**src/rtl/vending_pkg.sv**
```systemverilog
// Shared definitions for the coin-change dispenser.
//   COIN_Q/COIN_D/COIN_N : coin values in cents
//   state_e              : payout sequencer states (3-bit encoding)
//   coin_sel_e           : which coin is currently selected for release
//   coin_value()         : cents value of a coin select code
package vending_pkg;

   localparam logic [7:0] COIN_Q = 8'd25;
   localparam logic [7:0] COIN_D = 8'd10;
   localparam logic [7:0] COIN_N = 8'd5;

   typedef enum logic [2:0] {
      ST_IDLE   = 3'd0,
      ST_SELECT = 3'd1,
      ST_WAIT   = 3'd2,
      ST_PULSE  = 3'd3,
      ST_GAP    = 3'd4,
      ST_FIN    = 3'd5
   } state_e;

   typedef enum logic [1:0] {
      SEL_NONE = 2'd0,
      SEL_Q    = 2'd1,
      SEL_D    = 2'd2,
      SEL_N    = 2'd3
   } coin_sel_e;

   function automatic logic [7:0] coin_value(input coin_sel_e sel);
      logic [7:0] v;
      case (sel)
         SEL_Q:   v = COIN_Q;
         SEL_D:   v = COIN_D;
         SEL_N:   v = COIN_N;
         default: v = 8'd0;
      endcase
      return v;
   endfunction

endpackage

```
**src/rtl/change_dispense_ctrl_if.sv**
```systemverilog
// Bundle between the vending controller / dispenser side (master) and the
// change dispense sequencer (slave).
//   master drives : start, amount, mech_ready, load_q/d/n, load_val
//   slave drives  : busy, done, short, remaining, relq/reld/reln, cnt_q/d/n
interface change_dispense_ctrl_if #(
   parameter int INV_W = 6
);
   logic             start;
   logic [7:0]       amount;
   logic             mech_ready;
   logic             load_q;
   logic             load_d;
   logic             load_n;
   logic [INV_W-1:0] load_val;

   logic             busy;
   logic             done;
   logic             short;
   logic [7:0]       remaining;
   logic             relq;
   logic             reld;
   logic             reln;
   logic [INV_W-1:0] cnt_q;
   logic [INV_W-1:0] cnt_d;
   logic [INV_W-1:0] cnt_n;

   modport master (
      output start, amount, mech_ready, load_q, load_d, load_n, load_val,
      input  busy, done, short, remaining, relq, reld, reln, cnt_q, cnt_d, cnt_n
   );

   modport slave (
      input  start, amount, mech_ready, load_q, load_d, load_n, load_val,
      output busy, done, short, remaining, relq, reld, reln, cnt_q, cnt_d, cnt_n
   );

endinterface

```
**src/rtl/change_dispense_ctrl_inv.sv**
```systemverilog
// coin_inventory: three coin stock counters.
//   clk, reset             : clock, synchronous active-high reset (to INIT_*)
//   load_q/d/n_i, load_val_i : refill strobes (caller gates them to IDLE)
//   dec_sel_i              : coin to decrement this cycle (SEL_NONE = hold)
//   cnt_q/d/n_o            : current counts
//   nz_q/d/n_o             : count is nonzero
module coin_inventory
   import vending_pkg::*;
#(
   parameter int INV_W  = 6,
   parameter int INIT_Q = 10,
   parameter int INIT_D = 10,
   parameter int INIT_N = 10
) (
   input  logic             clk,
   input  logic             reset,
   input  logic             load_q_i,
   input  logic             load_d_i,
   input  logic             load_n_i,
   input  logic [INV_W-1:0] load_val_i,
   input  coin_sel_e        dec_sel_i,
   output logic [INV_W-1:0] cnt_q_o,
   output logic [INV_W-1:0] cnt_d_o,
   output logic [INV_W-1:0] cnt_n_o,
   output logic             nz_q_o,
   output logic             nz_d_o,
   output logic             nz_n_o
);

   logic [INV_W-1:0] qcnt_q, dcnt_q, ncnt_q;

   // Decrement is guarded by the nonzero flag so a count can never wrap.
   always_ff @(posedge clk) begin
      if (reset) begin
         qcnt_q <= INV_W'(INIT_Q);
         dcnt_q <= INV_W'(INIT_D);
         ncnt_q <= INV_W'(INIT_N);
      end else begin
         if (load_q_i)                          qcnt_q <= load_val_i;
         else if (dec_sel_i == SEL_Q && nz_q_o) qcnt_q <= qcnt_q - INV_W'(1);
         if (load_d_i)                          dcnt_q <= load_val_i;
         else if (dec_sel_i == SEL_D && nz_d_o) dcnt_q <= dcnt_q - INV_W'(1);
         if (load_n_i)                          ncnt_q <= load_val_i;
         else if (dec_sel_i == SEL_N && nz_n_o) ncnt_q <= ncnt_q - INV_W'(1);
      end
   end

   assign cnt_q_o = qcnt_q;
   assign cnt_d_o = dcnt_q;
   assign cnt_n_o = ncnt_q;
   assign nz_q_o  = |qcnt_q;
   assign nz_d_o  = |dcnt_q;
   assign nz_n_o  = |ncnt_q;

endmodule

```
**src/rtl/change_dispense_ctrl.sv**
```systemverilog
// change_dispense_ctrl: greedy coin-change payout sequencer.
//   clk, reset : clock, synchronous active-high reset
//   bus        : slave side of change_dispense_ctrl_if
//                (start/amount request, mech_ready handshake, refill loads;
//                 busy/done/short/remaining status, rel* pulses, counts)
// Each coin: SELECT -> WAIT (until mech_ready) -> PULSE -> GAP cycles.
// All outputs decode from registered state only.
module change_dispense_ctrl
   import vending_pkg::*;
#(
   parameter int GAP    = 1,
   parameter int INV_W  = 6,
   parameter int INIT_Q = 10,
   parameter int INIT_D = 10,
   parameter int INIT_N = 10
) (
   input  logic                    clk,
   input  logic                    reset,
   change_dispense_ctrl_if.slave   bus
);

   localparam int GW = (GAP > 1) ? $clog2(GAP) : 1;
   localparam logic [GW-1:0] GAP_LAST = GW'((GAP > 0) ? GAP - 1 : 0);

   state_e         state_q, state_d;
   coin_sel_e      sel_q, sel_d;
   logic [7:0]     remaining_q, remaining_d;
   logic           short_q, short_d;
   logic [GW-1:0]  gap_cnt_q, gap_cnt_d;

   logic             nz_q, nz_d, nz_n;
   logic [INV_W-1:0] cnt_q, cnt_d, cnt_n;
   logic             idle;
   coin_sel_e        dec_sel;

   logic busy_o, done_o, relq_o, reld_o, reln_o;

   // Refills only land in IDLE; a decrement is applied at the end of PULSE
   // (a reset in that same cycle wins, so the pulse shows but is not counted).
   assign idle    = (state_q == ST_IDLE);
   assign dec_sel = (state_q == ST_PULSE) ? sel_q : SEL_NONE;

   coin_inventory #(
      .INV_W  (INV_W),
      .INIT_Q (INIT_Q),
      .INIT_D (INIT_D),
      .INIT_N (INIT_N)
   ) u_inv (
      .clk        (clk),
      .reset      (reset),
      .load_q_i   (bus.load_q & idle),
      .load_d_i   (bus.load_d & idle),
      .load_n_i   (bus.load_n & idle),
      .load_val_i (bus.load_val),
      .dec_sel_i  (dec_sel),
      .cnt_q_o    (cnt_q),
      .cnt_d_o    (cnt_d),
      .cnt_n_o    (cnt_n),
      .nz_q_o     (nz_q),
      .nz_d_o     (nz_d),
      .nz_n_o     (nz_n)
   );

   // State register
   always_ff @(posedge clk) begin
      if (reset) begin
         state_q     <= ST_IDLE;
         sel_q       <= SEL_NONE;
         remaining_q <= 8'd0;
         short_q     <= 1'b0;
         gap_cnt_q   <= '0;
      end else begin
         state_q     <= state_d;
         sel_q       <= sel_d;
         remaining_q <= remaining_d;
         short_q     <= short_d;
         gap_cnt_q   <= gap_cnt_d;
      end
   end

   // Next-state logic
   always_comb begin
      state_d     = state_q;
      sel_d       = sel_q;
      remaining_d = remaining_q;
      short_d     = short_q;
      gap_cnt_d   = gap_cnt_q;
      case (state_q)
         ST_IDLE: begin
            if (bus.start) begin
               remaining_d = bus.amount;
               short_d     = 1'b0;
               state_d     = ST_SELECT;
            end
         end
         ST_SELECT: begin
            state_d = ST_WAIT;
            if (remaining_q >= COIN_Q && nz_q)      sel_d = SEL_Q;
            else if (remaining_q >= COIN_D && nz_d) sel_d = SEL_D;
            else if (remaining_q >= COIN_N && nz_n) sel_d = SEL_N;
            else begin
               // Nothing payable: short is latched here so it is valid alongside done.
               sel_d   = SEL_NONE;
               short_d = (remaining_q != 8'd0);
               state_d = ST_FIN;
            end
         end
         ST_WAIT: begin
            if (bus.mech_ready) state_d = ST_PULSE;
         end
         ST_PULSE: begin
            remaining_d = remaining_q - coin_value(sel_q);
            gap_cnt_d   = '0;
            state_d     = (GAP == 0) ? ST_SELECT : ST_GAP;
         end
         ST_GAP: begin
            if (gap_cnt_q == GAP_LAST) state_d = ST_SELECT;
            else                       gap_cnt_d = gap_cnt_q + GW'(1);
         end
         ST_FIN: begin
            state_d = ST_IDLE;
         end
         default: begin
            state_d = ST_IDLE;
         end
      endcase
   end

   // Output decode
   always_comb begin
      busy_o = (state_q != ST_IDLE);
      done_o = (state_q == ST_FIN);
      relq_o = (state_q == ST_PULSE) && (sel_q == SEL_Q);
      reld_o = (state_q == ST_PULSE) && (sel_q == SEL_D);
      reln_o = (state_q == ST_PULSE) && (sel_q == SEL_N);
   end

   assign bus.busy      = busy_o;
   assign bus.done      = done_o;
   assign bus.short     = short_q;
   assign bus.remaining = remaining_q;
   assign bus.relq      = relq_o;
   assign bus.reld      = reld_o;
   assign bus.reln      = reln_o;
   assign bus.cnt_q     = cnt_q;
   assign bus.cnt_d     = cnt_d;
   assign bus.cnt_n     = cnt_n;

endmodule

```
**src/flat_wrapper.sv**
```systemverilog
// flat-port wrapper written by rule: the top's interface ports become plain ports
module change_dispense_ctrl_flat import vending_pkg::*;
#(
   parameter int GAP    = 1,
   parameter int INV_W  = 6,
   parameter int INIT_Q = 10,
   parameter int INIT_D = 10,
   parameter int INIT_N = 10
)
  (clk, reset, bus_start, bus_amount, bus_mech_ready, bus_load_q, bus_load_d, bus_load_n, bus_load_val, bus_busy, bus_done, bus_short, bus_remaining, bus_relq, bus_reld, bus_reln, bus_cnt_q, bus_cnt_d, bus_cnt_n);
  change_dispense_ctrl_if #(.INV_W(INV_W)) bus_i ();
  input  logic clk;
  input  logic reset;
  input wire logic [$bits(bus_i.start)-1:0] bus_start;
  input wire logic [$bits(bus_i.amount)-1:0] bus_amount;
  input wire logic [$bits(bus_i.mech_ready)-1:0] bus_mech_ready;
  input wire logic [$bits(bus_i.load_q)-1:0] bus_load_q;
  input wire logic [$bits(bus_i.load_d)-1:0] bus_load_d;
  input wire logic [$bits(bus_i.load_n)-1:0] bus_load_n;
  input wire logic [$bits(bus_i.load_val)-1:0] bus_load_val;
  output wire logic [$bits(bus_i.busy)-1:0] bus_busy;
  output wire logic [$bits(bus_i.done)-1:0] bus_done;
  output wire logic [$bits(bus_i.short)-1:0] bus_short;
  output wire logic [$bits(bus_i.remaining)-1:0] bus_remaining;
  output wire logic [$bits(bus_i.relq)-1:0] bus_relq;
  output wire logic [$bits(bus_i.reld)-1:0] bus_reld;
  output wire logic [$bits(bus_i.reln)-1:0] bus_reln;
  output wire logic [$bits(bus_i.cnt_q)-1:0] bus_cnt_q;
  output wire logic [$bits(bus_i.cnt_d)-1:0] bus_cnt_d;
  output wire logic [$bits(bus_i.cnt_n)-1:0] bus_cnt_n;
  assign bus_i.start = bus_start;
  assign bus_i.amount = bus_amount;
  assign bus_i.mech_ready = bus_mech_ready;
  assign bus_i.load_q = bus_load_q;
  assign bus_i.load_d = bus_load_d;
  assign bus_i.load_n = bus_load_n;
  assign bus_i.load_val = bus_load_val;
  assign bus_busy = bus_i.busy;
  assign bus_done = bus_i.done;
  assign bus_short = bus_i.short;
  assign bus_remaining = bus_i.remaining;
  assign bus_relq = bus_i.relq;
  assign bus_reld = bus_i.reld;
  assign bus_reln = bus_i.reln;
  assign bus_cnt_q = bus_i.cnt_q;
  assign bus_cnt_d = bus_i.cnt_d;
  assign bus_cnt_n = bus_i.cnt_n;
  change_dispense_ctrl #(.GAP(GAP), .INV_W(INV_W), .INIT_Q(INIT_Q), .INIT_D(INIT_D), .INIT_N(INIT_N)) u_core (.clk(clk), .reset(reset), .bus(bus_i));
endmodule
```
**config.mk**
```make
export PLATFORM = sky130hd
export DESIGN_NAME = change_dispense_ctrl_flat
export DESIGN_NICKNAME = d
export VERILOG_FILES = /design/src/rtl/vending_pkg.sv /design/src/rtl/change_dispense_ctrl_if.sv /design/src/rtl/change_dispense_ctrl_inv.sv /design/src/rtl/change_dispense_ctrl.sv /design/src/flat_wrapper.sv
export SDC_FILE = /design/constraint.sdc
export NUM_CORES = 1
export LEC_CHECK = 0
export BUFFER_PORTS_ARGS = -buffer_cell sky130_fd_sc_hd__buf_2
export CORE_ASPECT_RATIO = 1.1
export CORE_MARGIN = 2
export CORE_UTILIZATION = 58
export DETAILED_ROUTE_END_ITERATION = 7
export PLACE_DENSITY = 0.95
export SLEW_MARGIN = 0
export SYNTH_ARGS = -nofsm -noshare
export SYNTH_HDL_FRONTEND = slang
export SYNTH_SLANG_ARGS = --single-unit
```
**constraint.sdc**
```tcl
create_clock -name clk -period 3.1 [get_ports clk]
set_input_delay 0.62 -clock clk [delete_from_list [all_inputs] [get_ports clk]]
set_output_delay 0.62 -clock clk [all_outputs]
set_load 0.05 [all_outputs]
```
# Word level (Yosys, flattened, before mapping)
# Index checks and enable logic that the tools add are counted.
[word_totals] out_inout_bits=32 regBits=33 inputBits=21 wordCells=88
[op_classes] magnitude_cmp=3 n_eq_ne=17 bitwise_logic=3 add_sub_neg=5 n_mux=28 n_reduce_logical=24
[ops] operator="2-to-1 mux 6 bit" n=6
[ops] operator="2-to-1 mux 3 bit" n=6
[ops] operator="OR reduction 6 bit" n=3
[ops] operator="subtractor 6 x 1 -> 6 bit, second input constant" n=3
[ops] operator="2-to-1 mux 8 bit" n=2
[ops] operator="case mux 8 bit (2 select lines)" n=1
[ops] operator="case mux 3 bit (5 select lines)" n=1
[ops] operator="case mux 5 bit (3 select lines)" n=1
[ops] operator="!= test 2 bit, second input constant" n=6
[ops] operator="nonzero test 2 bit" n=6
[ops] operator="logical AND 1 bit" n=9
[ops] operator="equality test 2 bit, second input constant" n=4
[ops] operator="greater-or-equal comparator 8 x 3 -> 1 bit, second input constant" n=1
[ops] operator="greater-or-equal comparator 8 x 4 -> 1 bit, second input constant" n=1
[ops] operator="greater-or-equal comparator 8 x 5 -> 1 bit, second input constant" n=1
[ops] operator="2-to-1 mux 2 bit" n=4
[ops] operator="nonzero test 8 bit" n=1
[ops] operator="subtractor 8 bit" n=1
[ops] operator="equality test 3 x 2 -> 1 bit, second input constant" n=2
[ops] operator="equality test 3 bit, second input constant" n=2
[ops] operator="2-to-1 mux 1 bit" n=5
[ops] operator="AND reduction 5 bit" n=1
[ops] operator="equality test 2 x 1 -> 1 bit, second input constant" n=2
[ops] operator="case mux 1 bit (2 select lines)" n=2
[ops] operator="7 further kinds" n=9

# Logic depth before layout (Yosys ltp)
# Gate-level depths: netlist of run 1.
[logic_depth] ltp_word=6 ltp_mapped=9 ltp_nobuf=9

# Modules after synthesis
# Synthesis of run 1 repeated with hierarchy kept, for this count alone.
[hier_totals] hier_cells=271 area_unflattened_um2=2319.7
[modules_own_cells] mod="coin_inventory" cells_each=131 instances=1 area_each_um2=1229.9 seq_area_each_um2=360.3
[modules_own_cells] mod="change_dispense_ctrl" cells_each=140 instances=1 area_each_um2=1089.8 seq_area_each_um2=280.3

# Least setup slack after synthesis of run 1
# OpenSTA, ideal clock, no wires.
[synth_path] path_type="reg2reg" start="register u_core.u_inv.ncnt_q[0], in the netlist u_core.u_inv.cnt_n_o[0]" end="register u_core.u_inv.ncnt_q[5], in the netlist u_core.u_inv.cnt_n_o[5]" setup_time_ps=67 required_time_ps=3033 stages_incl_launch_ff=9 path_buffers=1 period_less_slack_ps=2288 t_arrival_ps=2220 path_slack_ps=812 cell_sequence="dfxtp_1 > inv_1 > ha_1 > or4b_1 > buf_2 > o2111ai_4 > nor4_1 > mux2_2 > a21oi_2"
[synth_between] elab_chain_cells=3 word_cells_on_any_way=6 cone_classes="add/sub (1); mux (2); reduce/logical (3)"
[synth_rtl] element="start: declaration" line="change_dispense_ctrl_inv.sv:30" text="logic [INV_W-1:0] qcnt_q, dcnt_q, ncnt_q;"
[synth_rtl] element="start signal: assignment" line="change_dispense_ctrl_inv.sv:37" text="ncnt_q <= INV_W'(INIT_N);"
[synth_rtl] element="start signal: assignment" line="change_dispense_ctrl_inv.sv:43" text="if (load_n_i) ncnt_q <= load_val_i;"
[synth_rtl] element="start signal: assignment" line="change_dispense_ctrl_inv.sv:44" text="else if (dec_sel_i == SEL_N && nz_n_o) ncnt_q <= ncnt_q - INV_W'(1);"
[synth_rtl] element="subtractor 6 x 1 -> 6 bit / OR reduction 6 bit (equally long branches)" line="change_dispense_ctrl_inv.sv:44, change_dispense_ctrl_inv.sv:53"
[synth_rtl] element="2-to-1 mux 6 bit / logical AND 1 bit (equally long branches)" line="change_dispense_ctrl_inv.sv:44"
[synth_rtl] element="2-to-1 mux 6 bit / nonzero test 2 bit (equally long branches)"
# Several ways; a longest one is shown, not always the timed one. The select of a mux whose other input is x is not followed.
# A chain may end at the register's enable or synchronous reset.

# Final worst setup path of run 1
[layout_path] start="register u_core.state_q[0]" end="output bus_relq"
[layout_between] elab_chain_cells=2
[layout_rtl] element="start: declaration" line="change_dispense_ctrl.sv:25" text="state_e state_q, state_d;"
[layout_rtl] element="start signal: assignment" line="change_dispense_ctrl.sv:73" text="state_q <= state_d;"
[layout_rtl] element="equality test 3 x 2 -> 1 bit" line="change_dispense_ctrl.sv:133" text="relq_o = (state_q == ST_PULSE) && (sel_q == SEL_Q);"
[layout_rtl] element="logical AND 1 bit" line="change_dispense_ctrl.sv:133"
[layout_rtl] element="end: declaration" line="flat_wrapper.sv:25" text="output wire logic [$bits(bus_i.relq)-1:0] bus_relq;"
# Every way passes these cells.

==> results.md, run 1 <==
* Outcome: completed
* Number of DRC markers in iteration 0 at 158
* Placer Congestion at 0.867
* Fmax at 0.403 GHz
* Async SR Flop Fraction at 0
* Initial core utilization at 0.598
* Slew Limit Fails at 0
* First-pass iteration count of the detailed router at 4
* Commonest non-fill, non-tap cell in the layout: buf_2
* Drt drc at 0
* Core ar. at 3630 um2
* Worst Path Arrival at 1.86 ns
* DP Cell Count at 363
* Die X at 62.3 um
* Mapped cell area at 2170 um2
* Final Skew at 0.00626 ns
* Final Critical Period at 2.48 ns
* DRT antenna net count at 0
* Die ar. at 4240 um2
* # Max-Cap Violations at 0
* Min-Delay Path Class: flip-flop to flip-flop
* Slew HR at 0.645
* Fin util at 0.703
* DP HPWL at 4.07 mm
* Syn avg cell area at 7.97 um2
* Most area-consuming cells after synthesis: dfxtp_1 30%, ha_1 8.1%, a21oi_1 4.6%
* Setup crit end kind: output port
* Hold Worst Slack at 0.487 ns
* Power share of the combinational group at 0.568
* Routed WL per cell at 14.9 um
* Top cell type's share of synthesized area at 0.295
* Layout cells sized above 1 at 0.212
* Syn_nets at 308
* Global route overflow at 0
* Latest clock arrival within the worst-skew pair at 0.29 ns
* Drt total wl at 5.54 mm
* Antenna diodes at 0
* Clk network pwr share at 0.138
* Hold buffer count at cts at 0
* Pint at 1.18 mW
* Seq cells post-synth at 32
* Rows at 23
* Seq/Total Area, Yosys at 0.295
* Setup_tns at 0 ns
* Unrepaired setup endpoints after global routing: no
* Final hold vios at 0
* Final number of setup-violating endpoints at 0
* Post-cts repair resize count at 0
* Power share of the sequential group at 0.294
* First-pass GRT wire length at 9.56 mm
* Area grow syn2layout at 17.5%
* Pwr per Cell Area at 958 nW/um2
* CTS root buf: clkbuf_8
* CP max FO at 14
* CP Cell Sequence: and3b_1, and2_1, buf_2
* Net Sw Frac at 0.515
* Post-CTS setup repair buffer count at 0
* Total number of vias at 2311
* Peak supply drop at 0.469 mV
* Unique masters post-synth at 58
* Met1 Usage GRT at 0.340
* Slew @ Worst Pin at 0.532 ns
* Fin cells at 371
* Final period utilization at 0.800
* Warnings from Yosys at 0
* Initial antenna violation count at 0
* Commonest cells after routing, fill and taps aside: 52 x buf_2, 32 x dfxtp_1, 24 x nand2_1
* CTS tree: done
* Post-layout net count at 356
* Critical path class: flip-flop to output port
* Largest net degree at the start of global routing at 29
* Fillers at 313
* IO buf count at 52
* Prevailing post-synth register cell: dfxtp_1
* GR Util met3 at 0.0740
* Number of synthesized flops with an enable pin at 0
* Worst-case clock buffer depth at 2
* Number of global-route vias before repair at 2119
* Slowest CP cell: dfxtp_1
* Met2 Use GR at 0.477
* Synth area leader: dfxtp_1
* Busiest grt layer: met2
* Max stage delay on crit path at 0.58 ns
* Die Y at 68.1 um
* Total Routing Usage GR at 0.283
* Leak pwr at 1.10 nW
* Sw Pwr at 1.26 mW
* Worst Path Required at 2.48 ns
* Clock Sinks at 32
* Gate Count Post-Synth at 272
* Worst-path clk slew at 0.07 ns
* CTS buffer count at 5
* CTS HTree Levels at 2
* Num ports at 53
* DR vias/cell at 6.23
* Startpoint Class: flip-flop
registers in the layout, summed over array words and instances (netlist names):
| signal | count |
|---|---|
| u_core.sel_q | 2 |
| u_core.state_q | 3 |
| u_core.u_inv.cnt_q_o | 6 |
| u_core.u_inv.cnt_n_o | 6 |
| u_core.bus.remaining | 8 |
| u_core.bus.short | 1 |
| u_core.u_inv.cnt_d_o | 6 |
layout make-up:
type                    count  area [um2]  area share
multi-input cells         207        1400       0.550
flip-flops and latches     32         641       0.251
clock buffers               8        90.1      0.0353
well taps                  50        62.6      0.0245
repair buffers             55         283       0.111
inverters                  19        71.3      0.0280
path summary, 6_finish.rpt:
check,start,endpoint,slack [ns],cells after the start
setup / recovery,u_core.state_q[0]$_SDFFE_PP0P_,bus_relq,0.62,3
hold / removal,u_core.u_inv.cnt_d_o[0]$_SDFFE_PP0P_,u_core.u_inv.cnt_d_o[0]$_SDFFE_PP0P_,0.49,2
setup reg to reg,u_core.sel_q[0]$_SDFFE_PP0P_,u_core.bus.remaining[5]$_SDFFE_PP0P_,0.65,9
hold reg to reg,u_core.u_inv.cnt_d_o[0]$_SDFFE_PP0P_,u_core.u_inv.cnt_d_o[0]$_SDFFE_PP0P_,0.49,2
stage by stage:
stage	total power [mW]	instance area [um2]	setup slack (ns)
3_5_place_dp	2.09	2460	0.727
4_1_cts	2.43	2550	0.654
2_1_floorplan	1.78	2170	0.812
3_3_place_gp	2.05	2460	0.877
5_1_grt	2.63	2550	0.514
6_report	2.44	2550	0.621
layer usage:
metal  routed length (um)  part of all wire
met1                 2270              0.41
met3                  495             0.089
met5                    0                 0
met4                  128             0.023
met2                 2650              0.48
cell usage after synthesis, types with 4 or more instances:
master and instances:
o21ai_0 8, clkbuf_1 12, dfxtp_1 32, nand2b_1 4, a221oi_1 4, nor2_1 19
nand2_1 24, o221ai_1 4, nor3_1 10, and3_1 4, nor2b_1 5, inv_1 19
and2_1 5, nand3b_1 4, a211oi_1 8, a31oi_1 5, a21oi_1 20, or3_1 4
nand3_1 6, ha_1 14
power by group through the flow:
stage / Sequential [mW] / Clock [mW] / Combinational, mW
6_report: 0.717 / 0.338 / 1.39
5_1_grt: 0.742 / 0.358 / 1.53
4_1_cts: 0.711 / 0.337 / 1.38
3_5_place_dp: 0.720 / 0 / 1.37
3_3_place_gp: 0.711 / 0 / 1.34
2_1_floorplan: 0.964 / 0 / 0.820
critical path, delay by kind of cell, from the launching register on:
kind / cells / cell delay, ns
flip-flops: 1 / 0.58
buffers and inverters: 1 / 0.27
AND/OR/NAND/NOR: 2 / 0.72
cell families after synthesis:
| group | synth area share |
|---|---|
| flip-flops | 0.295 |
| XOR/XNOR | 0.0162 |
| AO/OA/AOI/OAI | 0.276 |
| multiplexers | 0.00981 |
| adder cells (fa/ha/maj) | 0.0900 |
| AND/OR/NAND/NOR | 0.254 |
| buffers and inverters | 0.0583 |
No activity file was read; power rests on OpenSTA's default activity.
==> run 2: changes to the inputs <==
--- a/config.mk
+++ b/config.mk
@@ -8,9 +8,9 @@
 export BUFFER_PORTS_ARGS = -buffer_cell sky130_fd_sc_hd__buf_2
 export CORE_ASPECT_RATIO = 1.1
 export CORE_MARGIN = 2
-export CORE_UTILIZATION = 58
+export CORE_UTILIZATION = 48
 export DETAILED_ROUTE_END_ITERATION = 7
-export PLACE_DENSITY = 0.95
+export PLACE_DENSITY = 0.87
 export SLEW_MARGIN = 0
 export SYNTH_ARGS = -nofsm -noshare
 export SYNTH_HDL_FRONTEND = slang
==> constraint.sdc (replaced) <==
create_clock -name clk -period 2.2 [get_ports clk]
set_input_delay 0.44 -clock clk [delete_from_list [all_inputs] [get_ports clk]]
set_output_delay 0.44 -clock clk [all_outputs]
set_load 0.05 [all_outputs]
==> results.md, run 2 (synthesis gave the netlist of run 1 again) <==
* Outcome: completed
* CP max FO at 7 (-7)
* Peak supply drop at 0.762 mV (+62%)
* CTS buffer count at 5 (unchanged)
* First-pass iteration count of the detailed router at 4 (unchanged)
* Worst-path clk slew at 0.06 ns (about the same)
* Final number of setup-violating endpoints at 0 (unchanged)
* Setup WS pre-CTS at 0.0782 ns (-0.649 ns)
* Final period utilization at 0.941
* Commonest cells after routing, fill and taps aside: 52 x buf_2, 29 x dfxtp_1, 24 x nand2_1
* Fmax at 0.483 GHz
* Total number of vias at 2345 (+1.5%)
* Routed WL per cell at 15.4 um (+2.9%)
* Die X at 68.1 um (+9.3%)
* Die ar. at 5070 um2 (+20%)
* Post-layout net count at 363 (+2.0%)
* Placer Congestion at 0.872 (+0.51%)
* Initial core utilization at 0.502 (-0.0957)
* Number of DRC markers in iteration 0 at 184 (+16%)
* Antenna diodes at 0 (unchanged)
* CTS HTree Levels at 2 (unchanged)
* IO buf count at 52 (unchanged)
* Fillers at 382 (+22%)
* Delay-heaviest family, CP: simple AND/OR/NAND/NOR gates
* Num ports at 53 (unchanged)
* Global route overflow at 0 (unchanged)
* Largest net degree at the start of global routing at 28 (-3.4%)
* Drt total wl at 5.86 mm (+5.7%)
* Total Routing Usage GR at 0.248 (-0.0354)
* Fin util at 0.608 (-0.0948)
* Die Y at 74.5 um (+9.3%)
* Critical path class: flip-flop to flip-flop
* First-pass GRT wire length at 9.52 mm (-0.50%)
* Hold buffer count at cts at 0 (unchanged)
* Clock Sinks at 32 (unchanged)
* Pwr per Cell Area at 1360 nW/um2 (+42%)
* Pwr Total at 3.57 mW (+46%)
* Buf+Inv Stages, Crit Path at 1 (unchanged)
* Placed instance area at 2520 um2 (+2.6%)
* Worst Path Required at 2.37 ns (-0.11 ns)
* Latest clock arrival within the worst-skew pair at 0.29 ns (about the same)
* Worst Path Arrival at 2.24 ns (+0.38 ns)
* Core ar. at 4320 um2 (+19%)
* Slew HR at 0.631 (-0.0140)
* Max stage delay on crit path at 0.53 ns (-0.05 ns)
* DRT antenna net count at 0 (unchanged)
* CP Cell Sequence: inv_1, ha_1, or4b_4, and4bb_1, a211oi_1, nand2b_1, a22o_1
* Worst-case clock buffer depth at 2 (unchanged)
* # Max-Cap Violations at 0 (unchanged)
* Layout cells sized above 1 at 0.248 (+0.0359)
* Final Critical Period at 2.07 ns
* Final Skew at 0.00520 ns (-0.00106 ns)
* DR vias/cell at 6.15 (-1.2%)
* Drt drc at 0 (unchanged)
* Post-Layout Inst Area at 2630 um2 (+3.0%)
* Slew Limit Fails at 0 (unchanged)
* Startpoint Class: flip-flop
* CTS root buf: clkbuf_8
* DP HPWL at 4.39 mm (+7.9%)
* Initial antenna violation count at 0 (unchanged)
* Post-CTS setup repair buffer count at 0 (unchanged)
* Min-Delay Path Class: primary input to flip-flop
* Setup_tns at 0 ns (unchanged)
* Number of global-route vias before repair at 2068 (-2.4%)
* Unrepaired setup endpoints after global routing: no
* Leak pwr at 1.14 nW (+4.1%)
* Final hold vios at 0 (unchanged)
* Final worst slack at 0.131 ns (-0.490 ns)
* Area grow syn2layout at 21.1%
* Commonest non-fill, non-tap cell in the layout: buf_2
* CTS tree: done
* Setup crit end kind: flip-flop
* Slew @ Worst Pin at 0.549 ns (+0.0168 ns)
* Rows at 25 (+8.7%)
* Largest register FFs at 8 (unchanged)
* Slowest CP cell: or4b_4
==> run 2: final timing paths <==
| kind | from | endpoint | slack (ns) | cells past startpoint |
|---|---|---|---|---|
| worst max-delay path | u_core.u_inv.cnt_n_o[0]$_SDFFE_PP0P_ | u_core.bus.short$_SDFFE_PP0P_ | 0.13 | 7 |
| worst min-delay path | bus_amount[5] | u_core.bus.remaining[5]$_SDFFE_PP0P_ | 0.43 | 3 |
| worst max register to register | u_core.u_inv.cnt_n_o[0]$_SDFFE_PP0P_ | u_core.bus.short$_SDFFE_PP0P_ | 0.13 | 7 |
| worst min register to register | u_core.u_inv.cnt_q_o[3]$_SDFFE_PP1P_ | u_core.u_inv.cnt_q_o[3]$_SDFFE_PP1P_ | 0.49 | 2 |
==> run 2: power by group <==
group          total, mW  internal [mW]  switching (mW)
combinational       2.12          0.734            1.39
sequential         0.964          0.742           0.222
clock              0.487          0.278           0.209
==> run 2: timing repair <==
action,in CTS,in global routing
gates resized for setup,0,5
endpoints found under the hold margin,0,0
endpoints found under the setup margin,0,7
==> run 2: tightest hold or removal path: stages <==
cell and delay [ns]:
buf_2 0.10, nand3_1 0.06, a31oi_1 0.06
==> run 2: cell type report <==
cell class	instances	area [um2]	area share
multi-input combinational	207	1410	0.537
timing repair buffer	62	335	0.128
clock buffer	7	96.3	0.0367
inverter	19	71.3	0.0272
sequential	32	644	0.245
tap	54	67.6	0.0257
==> run 2: layer usage <==
metal  wire length [um]  vias to the layer above  global-route usage
met3                461                       16              0.0605
met1               2460                     1098               0.301
met2               2790                      113               0.407
met5                  0                        -                   0
li1                   -                     1118                   -
met4                141                        0               0.122
==> run 2: per-stage QoR <==
step | instances | hold slack [ns]
after floorplan | 272 | 0.553
after global placement | 374 | 0.477
after detailed placement | 374 | 0.479
after CTS | 381 | 0.420
after global routing | 381 | 0.429
final | 381 | 0.429
